`config.mk`:
```
export PLATFORM = sky130hd
export DESIGN_NAME = mult_arbiter
export DESIGN_NICKNAME = d
export VERILOG_FILES = /design/src/rtl/tt6581_pkg.sv /design/src/rtl/mult_arbiter_rr_pick.sv /design/src/rtl/mult_arbiter.sv
export SDC_FILE = /design/constraint.sdc
export NUM_CORES = 1
export LEC_CHECK = 0
export CELL_PAD_IN_SITES_DETAIL_PLACEMENT = 1
export CELL_PAD_IN_SITES_GLOBAL_PLACEMENT = 2
export CORE_MARGIN = 2
export CORE_UTILIZATION = 28
export CTS_CLUSTER_DIAMETER = 100
export DETAILED_ROUTE_END_ITERATION = 12
export PLACE_DENSITY_LB_ADDON = 0.1
export SLEW_MARGIN = 10
export SYNTH_ARGS = -nofsm -noshare
export SYNTH_HDL_FRONTEND = slang
export SYNTH_SLANG_ARGS = --single-unit
```
`constraint.sdc`:
```
create_clock -name clk_i -period 3.8 [get_ports clk_i]
set_clock_uncertainty 0.2 [all_clocks]
set_input_delay 0.57 -clock clk_i [delete_from_list [all_inputs] [get_ports clk_i]]
set_output_delay 0.57 -clock clk_i [all_outputs]
set_load 0.1 [all_outputs]
```
`src/rtl/tt6581_pkg.sv`:
```
// Shared TT6581 definitions used by the multiplier arbiter.
package tt6581_pkg;

  // Arbiter sequencing states.
  typedef enum logic [1:0] {
    MULT_ARB_IDLE  = 2'd0,
    MULT_ARB_ISSUE = 2'd1,
    MULT_ARB_WAIT  = 2'd2,
    MULT_ARB_RESP  = 2'd3
  } mult_arb_state_e;

  // Requester indices into the arbiter request vector.
  localparam int MULT_REQ_ENV = 0;
  localparam int MULT_REQ_SVF = 1;
  localparam int MULT_REQ_VOL = 2;

  // Round-robin successor of a grant index, wrapping at num_req.
  function automatic int rr_next(input int grant, input int num_req);
    return (grant + 1 >= num_req) ? 0 : grant + 1;
  endfunction

endpackage

```
`src/rtl/mult_arbiter_rr_pick.sv`:
```
// Combinational round-robin priority encoder: first set request at or after ptr.
module rr_pick #(
  parameter int NUM_REQ = 3,
  parameter int PW      = (NUM_REQ > 1) ? $clog2(NUM_REQ) : 1
) (
  input  logic [NUM_REQ-1:0] req,
  input  logic [PW-1:0]      ptr,
  output logic [PW-1:0]      grant,
  output logic               valid
);

  int idx;

  // Scan NUM_REQ positions starting at ptr and keep the first set bit.
  always_comb begin
    grant = '0;
    valid = 1'b0;
    idx   = 0;
    for (int i = 0; i < NUM_REQ; i++) begin
      idx = int'(ptr) + i;
      if (idx >= NUM_REQ) begin
        idx = idx - NUM_REQ;
      end else begin
        idx = idx;
      end
      if (!valid && req[idx]) begin
        valid = 1'b1;
        grant = PW'(idx);
      end else begin
        valid = valid;
      end
    end
  end

endmodule

```
`src/rtl/mult_arbiter.sv`:
```
// Round-robin arbiter sharing one iterative multiplier between the envelope,
// SVF and volume stages, with a watchdog that aborts a stalled multiply.
module mult_arbiter
  import tt6581_pkg::*;
#(
  parameter int NUM_REQ = 3,
  parameter int WIDTH   = 16,
  parameter int TIMEOUT = 64
) (
  input  logic                     clk_i,
  input  logic                     rst_ni,
  input  logic [NUM_REQ-1:0]       req_i,
  input  logic [NUM_REQ*WIDTH-1:0] op_a_i,
  input  logic [NUM_REQ*WIDTH-1:0] op_b_i,
  output logic [NUM_REQ-1:0]       done_o,
  output logic                     err_o,
  output logic [2*WIDTH-1:0]       result_o,
  output logic                     busy_o,
  output logic                     mult_start_o,
  output logic [WIDTH-1:0]         mult_a_o,
  output logic [WIDTH-1:0]         mult_b_o,
  input  logic                     mult_ready_i,
  input  logic [2*WIDTH-1:0]       mult_result_i
);

  localparam int PW = (NUM_REQ > 1) ? $clog2(NUM_REQ) : 1;
  localparam int CW = $clog2(TIMEOUT);
  localparam logic [CW-1:0]      CNT_LAST = CW'(TIMEOUT - 1);
  localparam logic [NUM_REQ-1:0] ONE_HOT0 = NUM_REQ'(1);

  mult_arb_state_e    state_r;
  logic [PW-1:0]      rr_ptr_r;
  logic [PW-1:0]      grant_r;
  logic [CW-1:0]      cnt_r;
  logic [NUM_REQ-1:0] done_r;
  logic               err_r;
  logic [2*WIDTH-1:0] result_r;
  logic               start_r;
  logic [WIDTH-1:0]   a_r;
  logic [WIDTH-1:0]   b_r;

  logic [PW-1:0]      pick_grant_s;
  logic               pick_valid_s;

  rr_pick #(
    .NUM_REQ (NUM_REQ),
    .PW      (PW)
  ) u_rr_pick (
    .req   (req_i),
    .ptr   (rr_ptr_r),
    .grant (pick_grant_s),
    .valid (pick_valid_s)
  );

  // Arbitration FSM; every output is a register written here.
  always_ff @(posedge clk_i or negedge rst_ni) begin
    if (!rst_ni) begin
      state_r  <= MULT_ARB_IDLE;
      rr_ptr_r <= '0;
      grant_r  <= '0;
      cnt_r    <= '0;
      done_r   <= '0;
      err_r    <= 1'b0;
      result_r <= '0;
      start_r  <= 1'b0;
      a_r      <= '0;
      b_r      <= '0;
    end else begin
      // Pulse outputs default low and are raised for exactly one cycle.
      start_r <= 1'b0;
      done_r  <= '0;
      err_r   <= 1'b0;
      case (state_r)
        MULT_ARB_IDLE: begin
          if (pick_valid_s) begin
            state_r  <= MULT_ARB_ISSUE;
            grant_r  <= pick_grant_s;
            a_r      <= op_a_i[int'(pick_grant_s)*WIDTH +: WIDTH];
            b_r      <= op_b_i[int'(pick_grant_s)*WIDTH +: WIDTH];
            rr_ptr_r <= PW'(rr_next(int'(pick_grant_s), NUM_REQ));
            start_r  <= 1'b1;
          end else begin
            state_r <= MULT_ARB_IDLE;
          end
        end
        MULT_ARB_ISSUE: begin
          state_r <= MULT_ARB_WAIT;
          cnt_r   <= '0;
        end
        MULT_ARB_WAIT: begin
          // A ready arriving on the last watchdog cycle still counts as success.
          if (mult_ready_i) begin
            state_r  <= MULT_ARB_RESP;
            result_r <= mult_result_i;
            done_r   <= ONE_HOT0 << grant_r;
            err_r    <= 1'b0;
          end else if (cnt_r == CNT_LAST) begin
            state_r  <= MULT_ARB_RESP;
            result_r <= '0;
            done_r   <= ONE_HOT0 << grant_r;
            err_r    <= 1'b1;
          end else begin
            cnt_r <= cnt_r + CW'(1);
          end
        end
        MULT_ARB_RESP: begin
          state_r <= MULT_ARB_IDLE;
        end
        default: begin
          state_r <= MULT_ARB_IDLE;
        end
      endcase
    end
  end

  assign done_o       = done_r;
  assign err_o        = err_r;
  assign result_o     = result_r;
  assign busy_o       = (state_r != MULT_ARB_IDLE);
  assign mult_start_o = start_r;
  assign mult_a_o     = a_r;
  assign mult_b_o     = b_r;

endmodule

```
==> run summary, run 1 <==
Status -> complete, but fails checks
Failing checks -> negative hold slack
Fillcell total -> 2040
CTS tree -> done
Post-synth EDFFs -> 0
PnR worst setup slack -> 0.496 ns
Max Slew Vio Count -> 0
Non-filler cells, final -> 962
Syn Nets -> 700
Num CTS Buffers -> 9
Slew headroom -> 31.1%
Share of cells above drive strength 1 -> 9.96%
Worst r2r dst -> mult_b_o[0]$_DFFE_PN0P_
MaxCap Viol Count -> 0
Die area -> 19700 um^2
Routed len/inst -> 20.3 um
GR Util met3 -> 5.03%
Antenna violations before repair -> 0
Die Ht -> 140 um
Crit-path cells -> inv_1 > ha_1 > or4b_4 > a311oi_4 > or3_2 > o211ai_1
CP Class -> flop to flop
CP required -> 3.78 ns
Average size of a mapped cell -> 9.33 um^2
Main synth FF type -> dfrtp_1
Routed WL -> 19500 um
Port bufs -> 203
Final-report setup violation count -> 0
Share of synthesized registers carrying an async set or reset -> 100%
R2r startpoint -> rr_ptr_r[0]$_DFFE_PN0P_
Worst R2R Setup Slack -> 0.50 ns
Post-Synthesis Cells -> 557
Area Overhead vs Synth -> 47.2%
DP HPWL -> 13100 um
CP max-delay cell -> or3_2
First-pass GRT wire length -> 31000 um
Synthesized area -> 5200 um^2
Commonest non-fill, non-tap cells in the layout -> 201 x clkdlybuf4s50_1, 81 x dfrtp_1, 73 x nand2_1, 69 x o211ai_1, 35 x a21oi_1
Proportion of synthesized chip area in sequential cells -> 39.0%
Tcrit/Tclk final -> 87.0%
CTS sink cnt -> 81
CP Capture Type -> flop
Startpoint class of the critical path -> flop
Vias/cell -> 5.43
Crit path time final -> 3.30 ns
Final Hold Violating Endpoints -> 2
Commonest non-fill, non-tap cell in the layout -> clkdlybuf4s50_1
Met2 usage -> 34.8%
Gr usage total -> 19.8%
Post-CTS Hold Fix Bufs -> 0
Worst r2r path cells -> 6
GRT overflow -> 0
Critical path data arrival time -> 3.29 ns
Router iterations before antenna repair -> 7
Final #Nets -> 871
Core ar. -> 18100 um^2
GR peak layer -> met2
Final Wtd Congestion -> 0.763
Cells resized by post-CTS repair -> 0
Clk slew on worst S/H paths -> 0.07 ns
Dpl ws -> 0.234 ns
FP Rows -> 49
Routed Antenna Nets -> 0
Post-CTS Setup Inserts -> 0
RSZ-0062 raised after global routing -> false
DRC violations left -> 0
CTS H-Tree Depth -> 3
Fmax -> 303 MHz
Largest net degree at the start of global routing -> 100
Crit path max fanout -> 32
Antenna Cells -> 0
Chip width -> 140 um
Max stage delay on crit path -> 0.84 ns
Vias in the first global route -> 5617
Ys Warns -> 0
Starting density of the core -> 28.7%
Count of cell types in the netlist -> 41
Fin Hold WS -> -0.00120 ns
Setup tns final -> 0 ns
Clock Tree Root -> clkbuf_16
Met1 Use GR -> 24.1%
Iter 0 DRT Violations -> 209
FF+latch count, synth -> 81
Worst-margin pin slew -> 1.03 ns
Worst min-delay path class -> input port to async pin
Placed Cells incl. Taps -> 946
Clk Latency, worst-skew pair -> 0.35 ns
Vias -> 5222
I/O Pins -> 204
Clock Tree Buf Depth -> 2
synth_stat cells (4+ instances only):
library cell / number / area [um^2]
nand3_1: 4 / 20.0
buf_2: 9 / 45.0
nand3b_1: 4 / 30.0
inv_1: 5 / 18.8
nand2b_1: 33 / 206
and3b_1: 33 / 289
o211ai_1: 69 / 518
clkbuf_1: 42 / 158
ha_1: 9 / 113
nor2_1: 11 / 41.3
nor2b_1: 5 / 31.3
a21oi_1: 35 / 175
a22o_1: 33 / 289
o211ai_2: 29 / 363
buf_6: 4 / 45.0
nand4_1: 33 / 206
nand2_1: 73 / 274
dfrtp_1: 81 / 2030
o21ai_0: 8 / 40.0
metrics by stage:
step	cell area, um^2	util [%]
2_1_floorplan	5200	-
3_3_place_gp	7380	40.8
3_5_place_dp	7380	40.8
4_1_cts	7650	42.3
5_1_grt	7650	42.3
6_report	7650	42.3
cells by family (layout without fill, tap and decap cells):
group,count (synthesis),count (layout),synth area share [%]
and+or+nand+nor,210,210,23.0
AOI/OAI and AO/OA,187,187,28.8
DFF,81,81,39.0
buffers and inverters,63,239,5.41
adders and majority gates,9,9,2.17
muxes,6,6,1.44
xor gates and xnor gates,1,1,0.169
flip-flops by register name, summed over array words and instances (netlist names):
register,cells
result_o,32
mult_a_o,16
mult_b_o,16
cnt_r,6
done_o,3
grant_r,2
rr_ptr_r,2
state_r,2
err_o,1
mult_start_o,1
critical path, delay by kind of cell (launching register included):
kind	cells	cell delay (ns)
buffers and inverters	1	0.08
and+or+nand+nor	2	1.43
AOI/OAI and AO/OA	2	0.52
adders and majority gates	1	0.47
DFF	1	0.41
how the worst max path moves through the flow:
stage | from | cells after the start | endpoint
floorplan | rr_ptr_r[1]$_DFFE_PN0P_ | 10 | mult_a_o[0]$_DFFE_PN0P_
global placement | req_i[1] | 6 | mult_b_o[1]$_DFFE_PN0P_
detailed placement | req_i[1] | 6 | mult_b_o[0]$_DFFE_PN0P_
CTS | rr_ptr_r[0]$_DFFE_PN0P_ | 6 | mult_b_o[0]$_DFFE_PN0P_
global route | rr_ptr_r[1]$_DFFE_PN0P_ | 9 | mult_a_o[1]$_DFFE_PN0P_
finish | rr_ptr_r[0]$_DFFE_PN0P_ | 6 | mult_b_o[0]$_DFFE_PN0P_
routing by layer:
metal | part of all wire (%) | vias to the layer above | wire, um
met5 | 0 | - | 0
li1 | - | 2428 | -
met3 | 5.6 | 19 | 1100
met2 | 51 | 152 | 9860
met4 | 1.6 | 0 | 304
met1 | 42 | 2623 | 8250
final cells by class:
type	count	area, um^2	area share, %
timing repair buffer	217	2130	27.9
clock buffer	9	225	2.94
clock inverter	7	51.3	0.670
inverter	6	22.5	0.294
multi-input combinational	413	2910	38.0
sequential	81	2030	26.5
tap	229	287	3.74
Power of run 1 is left out: the tool's default activity adds up to more than one toggle a clock period on the data nets, which glitch-free logic cannot reach.
==> inputs of run 2 (changes only) <==
--- a/config.mk
+++ b/config.mk
@@ -8,11 +8,13 @@
 export CELL_PAD_IN_SITES_DETAIL_PLACEMENT = 1
 export CELL_PAD_IN_SITES_GLOBAL_PLACEMENT = 2
 export CORE_MARGIN = 2
-export CORE_UTILIZATION = 28
+export CORE_UTILIZATION = 30
 export CTS_CLUSTER_DIAMETER = 100
 export DETAILED_ROUTE_END_ITERATION = 12
+export DONT_BUFFER_PORTS = 1
 export PLACE_DENSITY_LB_ADDON = 0.1
 export SLEW_MARGIN = 10
 export SYNTH_ARGS = -nofsm -noshare
 export SYNTH_HDL_FRONTEND = slang
+export SYNTH_HIERARCHICAL = 1
 export SYNTH_SLANG_ARGS = --single-unit
==> run summary, run 2 <==
Antenna Cells -> 0 (unchanged)
Vias -> 3190 (was 5222)
Share of cells above drive strength 1 -> 7.61% (was 9.96%)
Routed len/inst -> 21.0 um (was 20.3 um)
CP Class -> flop to flop (unchanged)
Share of the synthesized area in the top cell type -> 47.5% (was 39.0%)
Chip width -> 123 um (was 140 um)
Synth cell count leaders -> 81 x dfrtp_1, 46 x nand2_1, 37 x mux2i_1, 37 x nor2b_1, 34 x o21ai_0 (was 81 x dfrtp_1, 73 x nand2_1, 69 x o211ai_1)
GRT overflow -> 0 (unchanged)
Clk slew on worst S/H paths -> 0.06 ns (was 0.07 ns)
Core ar. -> 13900 um^2 (was 18100 um^2)
Share of synthesized registers carrying an async set or reset -> 100% (unchanged)
Proportion of synthesized chip area in sequential cells -> 47.5% (was 39.0%)
Count of cell types in the netlist -> 45 (was 41)
Router iterations before antenna repair -> 4 (was 7)
DP HPWL -> 8380 um (was 13100 um)
Worst path top cell family by delay -> compound AO/OA/AOI/OAI gates (was simple AND/OR/NAND/NOR gates)
Main combinational cell family by area after synthesis -> compound AO/OA/AOI/OAI gates (unchanged)
Slew headroom -> 33.1% (was 31.1%)
Crit path max fanout -> 19 (was 32)
Average size of a mapped cell -> 10.6 um^2 (was 9.33 um^2)
Final instance area -> 4730 um^2 (was 7650 um^2)
Startpoint class of the critical path -> flop (unchanged)
Antenna violations before repair -> 0 (unchanged)
Post-synth EDFFs -> 0 (unchanged)
Crit-path cells -> inv_1 > ha_1 > mux2i_1 > nor3b_1 > a211oi_4 > buf_12 > mux2i_1 > a2bb2oi_1 > o21ai_0 (was inv_1 > ha_1 > or4b_4 > a311oi_4 > or3_2 > o211ai_1)
Port bufs -> 0 (was 203)
Tcrit/Tclk final -> 83.7% (was 87.0%)
Critical path buffers and inverters -> 2 (was 1)
First-pass GRT wire length -> 17800 um (was 31000 um)
CTS H-Tree Depth -> 3 (unchanged)
RSZ-0062 raised after global routing -> false (unchanged)
Routed Antenna Nets -> 0 (unchanged)
Simple-gate share of the synthesized area -> 13.5% (was 23.0%)
Clock Tree Buf Depth -> 2 (unchanged)
Post-Synthesis Cells -> 403 (was 557)
Crit path time final -> 3.18 ns (was 3.30 ns)
Commonest non-fill, non-tap cell in the layout -> dfrtp_1 (was clkdlybuf4s50_1)
Max Slew Vio Count -> 0 (unchanged)
FF+latch count, synth -> 81 (unchanged)
CTS sink cnt -> 81 (unchanged)
Worst-margin pin slew -> 1.00 ns (was 1.03 ns)
Multiplexer area fraction after synthesis -> 8.95% (was 1.44%)
Fmax -> 314 MHz (was 303 MHz)
CP required -> 3.80 ns (was 3.78 ns)
Die Ht -> 123 um (was 140 um)
Xor-xnor portion of the synthesized cell area -> 0% (was 0.168%)
Routed WL -> 12000 um (was 19500 um)
Max FFs per register -> 32 (unchanged)
Clk Latency, worst-skew pair -> 0.34 ns (was 0.35 ns)
DRC violations left -> 0 (unchanged)
Top post-synthesis cells by area -> dfrtp_1 48%, mux2i_1 8.7%, a221o_1 7.5% (was dfrtp_1 39%, o211ai_1 10%, o211ai_2 7.0%)
Die area -> 15200 um^2 (was 19700 um^2)
Synthesized area -> 4260 um^2 (was 5200 um^2)
Largest net degree at the start of global routing -> 82 (was 100)
CP Capture Type -> flop (unchanged)
Syn Nets -> 545 (was 700)
Vias/cell -> 5.56 (was 5.43)
CP most frequent cell -> mux2i_1
Starting density of the core -> 30.7% (was 28.7%)
Setup tns final -> 0 ns (unchanged)
Num CTS Buffers -> 9 (unchanged)
CTS tree -> done (unchanged)
Max stage delay on crit path -> 0.55 ns (was 0.84 ns)
Final-report setup violation count -> 0 (unchanged)
Iter 0 DRT Violations -> 164 (was 209)
Commonest non-fill, non-tap cells in the layout -> 81 x dfrtp_1, 45 x nand2_1, 37 x mux2i_1, 36 x nor2b_1, 34 x o21ai_0 (was 201 x clkdlybuf4s50_1, 81 x dfrtp_1, 73 x nand2_1, 69 x o211ai_1, 35 x a21oi_1)
Final Hold Violating Endpoints -> 0 (was 2)
Cell with the most instances after synthesis -> dfrtp_1 (unchanged)
Final #Nets -> 531 (was 871)
Placed cell area -> 4410 um^2 (was 7380 um^2)
Final Wtd Congestion -> 0.745 (was 0.763)
Clock Tree Root -> clkbuf_16 (unchanged)
Non-filler cells, final -> 574 (was 962)
Main synth FF type -> dfrtp_1 (unchanged)
CP max-delay cell -> a211oi_4 (was or3_2)
Adder-Cell Fraction of Synth Area -> 2.35% (was 2.17%)
Synth Area in Compound Gates -> 22.5% (was 28.8%)
MaxCap Viol Count -> 0 (unchanged)
FP Rows -> 43 (was 49)
Gr usage total -> 15.4% (was 19.8%)
Status -> finished, final reports clean (was complete, but fails checks)
Top cell type by total area after synthesis -> dfrtp_1 (unchanged)
Vias in the first global route -> 3132 (was 5617)
Area Overhead vs Synth -> 10.9% (was 47.2%)
Fin Hold WS -> 0.0996 ns (was -0.00120 ns)
Critical path data arrival time -> 3.18 ns (was 3.29 ns)
Placed Cells incl. Taps -> 556 (was 946)
Worst min-delay path class -> input port to flop (was input port to async pin)
I/O Pins -> 204 (unchanged)
Ys Warns -> 6 (was 0)
## run 2: layer usage
metal / up-vias / global-route usage, % / wire, um
met5: - / 0 / 0
met4: 0 / 6.18 / 178
met3: 11 / 4.94 / 1050
met2: 136 / 25.1 / 5840
met1: 1581 / 18.8 / 4990
li1: 1462 / - / -
## run 2: worst reg2reg max path, stage by stage, from the launching register on
cell and delay (ns):
dfrtp_1 0.39, inv_1 0.06, ha_1 0.39, mux2i_1 0.44, nor3b_1 0.16, a211oi_4 0.56, buf_12 0.26, mux2i_1 0.22
a2bb2oi_1 0.27, o21ai_0 0.11
## run 2: area by class of cell
class,instances,area [um^2]
fill,1547,9150
timing repair buffer,9,115
clock inverter,7,55.1
tap,180,225
multi-input combinational,276,2040
inverter,12,45.0
sequential,81,2030
clock buffer,9,225
## run 2: metrics by stage
stage               setup slack, ns  util [%]
floorplan                      1.16         -
global placement              0.731      31.8
detailed placement            0.605      31.8
CTS                           0.595      34.1
global route                  0.381      34.1
finish                        0.619      34.1
## run 2: final timing paths
path	start	end	slack, ns	cells past startpoint
max in group asynchronous	rst_ni	mult_a_o[15]$_DFFE_PN0P_	2.44	2
min reg2reg	rr_ptr_r[1]$_DFFE_PN0P_	rr_ptr_r[1]$_DFFE_PN0P_	0.31	2
min in group asynchronous	rst_ni	result_o[25]$_DFFE_PN0P_	0.59	2
min	mult_ready_i	err_o$_DFF_PN0_	0.1	1
max	rr_ptr_r[0]$_DFFE_PN0P_	mult_b_o[10]$_DFFE_PN0P_	0.62	9
max reg2reg	rr_ptr_r[0]$_DFFE_PN0P_	mult_b_o[10]$_DFFE_PN0P_	0.62	9
## run 2: logic make-up (layout without fill, tap and decap cells)
logic type / after synthesis / in the layout
multiplexers: 38 / 38
adder cells (fa/ha/maj): 8 / 8
AO/OA/AOI/OAI: 122 / 122
buffers and inverters: 46 / 37
AND/OR/NAND/NOR: 108 / 108
flip-flops: 81 / 81
## run 2: timing repair
| item | 4_1_cts | 5_1_grt |
|---|---|---|
| endpoints found under the hold margin | 81 | 0 |
| hold buffers | 2 | 0 |
| setup buffers | 0 | 0 |
| gates resized for setup | 0 | 0 |
Power of run 2 is left out for the same reason.
==> inputs of run 3 (changes only) <==
==> constraint.sdc (replaced) <==
create_clock -name clk_i -period 3.3 [get_ports clk_i]
set_clock_uncertainty 0.2 [all_clocks]
set_input_delay 0.495 -clock clk_i [delete_from_list [all_inputs] [get_ports clk_i]]
set_output_delay 0.495 -clock clk_i [all_outputs]
set_load 0.1 [all_outputs]
==> run summary, run 3 (same netlist as run 2, synthesis figures left out) <==
Status -> finished, final reports clean (unchanged)
Crit-path cells -> inv_1 > ha_1 > mux2i_1 > o21ai_0 > nor4b_2 > a211oi_4 > buf_12 > nor2b_2 > buf_4 > a2bb2oi_1 > o21ai_0 (was inv_1 > ha_1 > mux2i_1 > nor3b_1 > a211oi_4 > buf_12 > mux2i_1 > a2bb2oi_1 > o21ai_0)
Antenna Cells -> 0 (unchanged)
Crit path max fanout -> 30 (was 19)
Commonest non-fill, non-tap cell in the layout -> dfrtp_1 (unchanged)
Worst-margin pin slew -> 0.969 ns (was 1.00 ns)
Crit. path cell count -> 11 (was 9)
Starting density of the core -> 30.7% (unchanged)
Commonest non-fill, non-tap cells in the layout -> 81 x dfrtp_1, 45 x nand2_1, 36 x mux2i_1, 36 x nor2b_1, 34 x o21ai_0 (was 81 x dfrtp_1, 45 x nand2_1, 37 x mux2i_1, 36 x nor2b_1, 34 x o21ai_0)
CTS H-Tree Depth -> 3 (unchanged)
Max stage delay on crit path -> 0.40 ns (was 0.55 ns)
I/O Pins -> 204 (unchanged)
Clk Latency, worst-skew pair -> 0.34 ns (about the same)
Clk slew on worst S/H paths -> 0.06 ns (about the same)
Worst path top cell family by delay -> compound AO/OA/AOI/OAI gates (unchanged)
DRC violations left -> 0 (unchanged)
R2r startpoint -> rr_ptr_r[0]$_DFFE_PN0P_ (unchanged)
Final Wtd Congestion -> 0.739 (was 0.745)
Final-report setup violation count -> 0 (unchanged)
Fmax -> 339 MHz (was 314 MHz)
Clock Tree Buf Depth -> 2 (unchanged)
RSZ-0062 raised after global routing -> false (unchanged)
Routed len/inst -> 20.7 um (was 21.0 um)
Final instance area -> 4770 um^2 (was 4730 um^2)
MaxCap Viol Count -> 0 (unchanged)
Num CTS Buffers -> 9 (unchanged)
CTS sink cnt -> 81 (unchanged)
Startpoint class of the critical path -> flop (unchanged)
Max FFs per register -> 32 (unchanged)
Final #Nets -> 533 (was 531)
CP Class -> flop to flop (unchanged)
Share of cells above drive strength 1 -> 8.59% (was 7.61%)
Router iterations before antenna repair -> 4 (unchanged)
Antenna violations before repair -> 0 (unchanged)
CP max-delay cell -> dfrtp_1 (was a211oi_4)
Chip width -> 123 um (unchanged)
Worst r2r dst -> mult_a_o[2]$_DFFE_PN0P_ (was mult_b_o[10]$_DFFE_PN0P_)
Routed WL -> 11900 um (was 12000 um)
Placed Cells incl. Taps -> 558 (was 556)
Worst r2r path cells -> 11 (was 9)
Worst min-delay path class -> input port to flop (unchanged)
Setup crit end -> mult_a_o[2]$_DFFE_PN0P_ (was mult_b_o[10]$_DFFE_PN0P_)
Setup tns final -> 0 ns (unchanged)
Clock Tree Root -> clkbuf_16 (unchanged)
Fillcell total -> 1539 (was 1547)
Die area -> 15200 um^2 (unchanged)
GRT overflow -> 0 (unchanged)
Vias in the first global route -> 3368 (was 3132)
Gr usage total -> 15.7% (was 15.4%)
Tcrit/Tclk final -> 89.4% (was 83.7%)
Port bufs -> 0 (unchanged)
CP required -> 3.35 ns (was 3.80 ns)
Largest net degree at the start of global routing -> 82 (unchanged)
Iter 0 DRT Violations -> 187 (was 164)
Final Hold Violating Endpoints -> 0 (unchanged)
Core ar. -> 13900 um^2 (unchanged)
Slew headroom -> 35.4% (was 33.1%)
Vias/cell -> 5.52 (was 5.56)
Vias -> 3182 (was 3190)
Non-filler cells, final -> 576 (was 574)
Critical path data arrival time -> 3.00 ns (was 3.18 ns)
Placed cell area -> 4430 um^2 (was 4410 um^2)
Routed Antenna Nets -> 0 (unchanged)
FP Rows -> 43 (unchanged)
Critical path buffers and inverters -> 3 (was 2)
DP HPWL -> 8140 um (was 8380 um)
Crit path time final -> 2.95 ns (was 3.18 ns)
CP Capture Type -> flop (unchanged)
PnR worst setup slack -> 0.349 ns (was 0.619 ns)
Area Overhead vs Synth -> 11.9% (was 10.9%)
Worst R2R Setup Slack -> 0.35 ns (was 0.62 ns)
Max Slew Vio Count -> 0 (unchanged)
Die Ht -> 123 um (unchanged)
CP most frequent cell -> o21ai_0 (was mux2i_1)
CTS tree -> done (unchanged)
Dpl ws -> 0.252 ns (was 0.605 ns)
First-pass GRT wire length -> 18300 um (was 17800 um)
Worst setup path startpoint -> rr_ptr_r[0]$_DFFE_PN0P_ (unchanged)
[run 3: changes by cell type in the layout (fill, tap and decap cells not counted), sizes merged]
cell | previous run | this run
bufinv | 0 | 1
buf | 8 | 10
clkinv | 4 | 5
inv | 13 | 11
clkbuf | 9 | 10
clkinvlp | 2 | 1
[run 3: worst min path at each step]
stage / startpoint / endpoint / slack (ns) / depth (start not counted)
after global placement: rst_ni / result_o[0]$_DFFE_PN0P_ / 0.002 / 0
after global routing: mult_ready_i / err_o$_DFF_PN0_ / 0.007 / 1
after floorplan: rst_ni / cnt_r[0]$_DFFE_PN0P_ / -0.0006 / 0
final: mult_ready_i / err_o$_DFF_PN0_ / 0.02 / 1
after CTS: mult_ready_i / err_o$_DFF_PN0_ / 0.01 / 1
after detailed placement: rst_ni / result_o[0]$_DFFE_PN0P_ / 0.002 / 0
[run 3: metrics by stage]
stage	util (%)	hold slack (ns)
2_1_floorplan	-	-0.000591
3_3_place_gp	31.9	0.00206
3_5_place_dp	31.9	0.00202
4_1_cts	34.3	0.00986
5_1_grt	34.4	0.00714
6_report	34.4	0.0221
[run 3: area by class of cell]
cell class                      instances  area [um^2]  share of cell area (%)
Clock buffer                           10          239                    5.01
Clock inverter                          6         57.6                    1.21
Inverter                               12         45.0                   0.944
Multi-Input combinational cell        276         2050                    42.9
Sequential cell                        81         2030                    42.5
Tap cell                              180          225                    4.72
Timing Repair Buffer                   11          130                    2.73
[run 3: repair_timing]
item                       CTS  global route
hold endpoints to repair    81             0
setup buffers                0             0
hold buffers                 2             0
setup endpoints to repair    0            19
gates resized for setup      0             2
[run 3: per-layer routing]
metal / vias up / routed length [um] / global-route usage [%]
met3: 11 / 1040 / 5.35
met4: 0 / 170 / 5.54
met1: 1569 / 5040 / 18.8
met2: 132 / 5700 / 26.1
met5: - / 0 / 0
li1: 1470 / - / -
Power of run 3 is left out for the same reason.
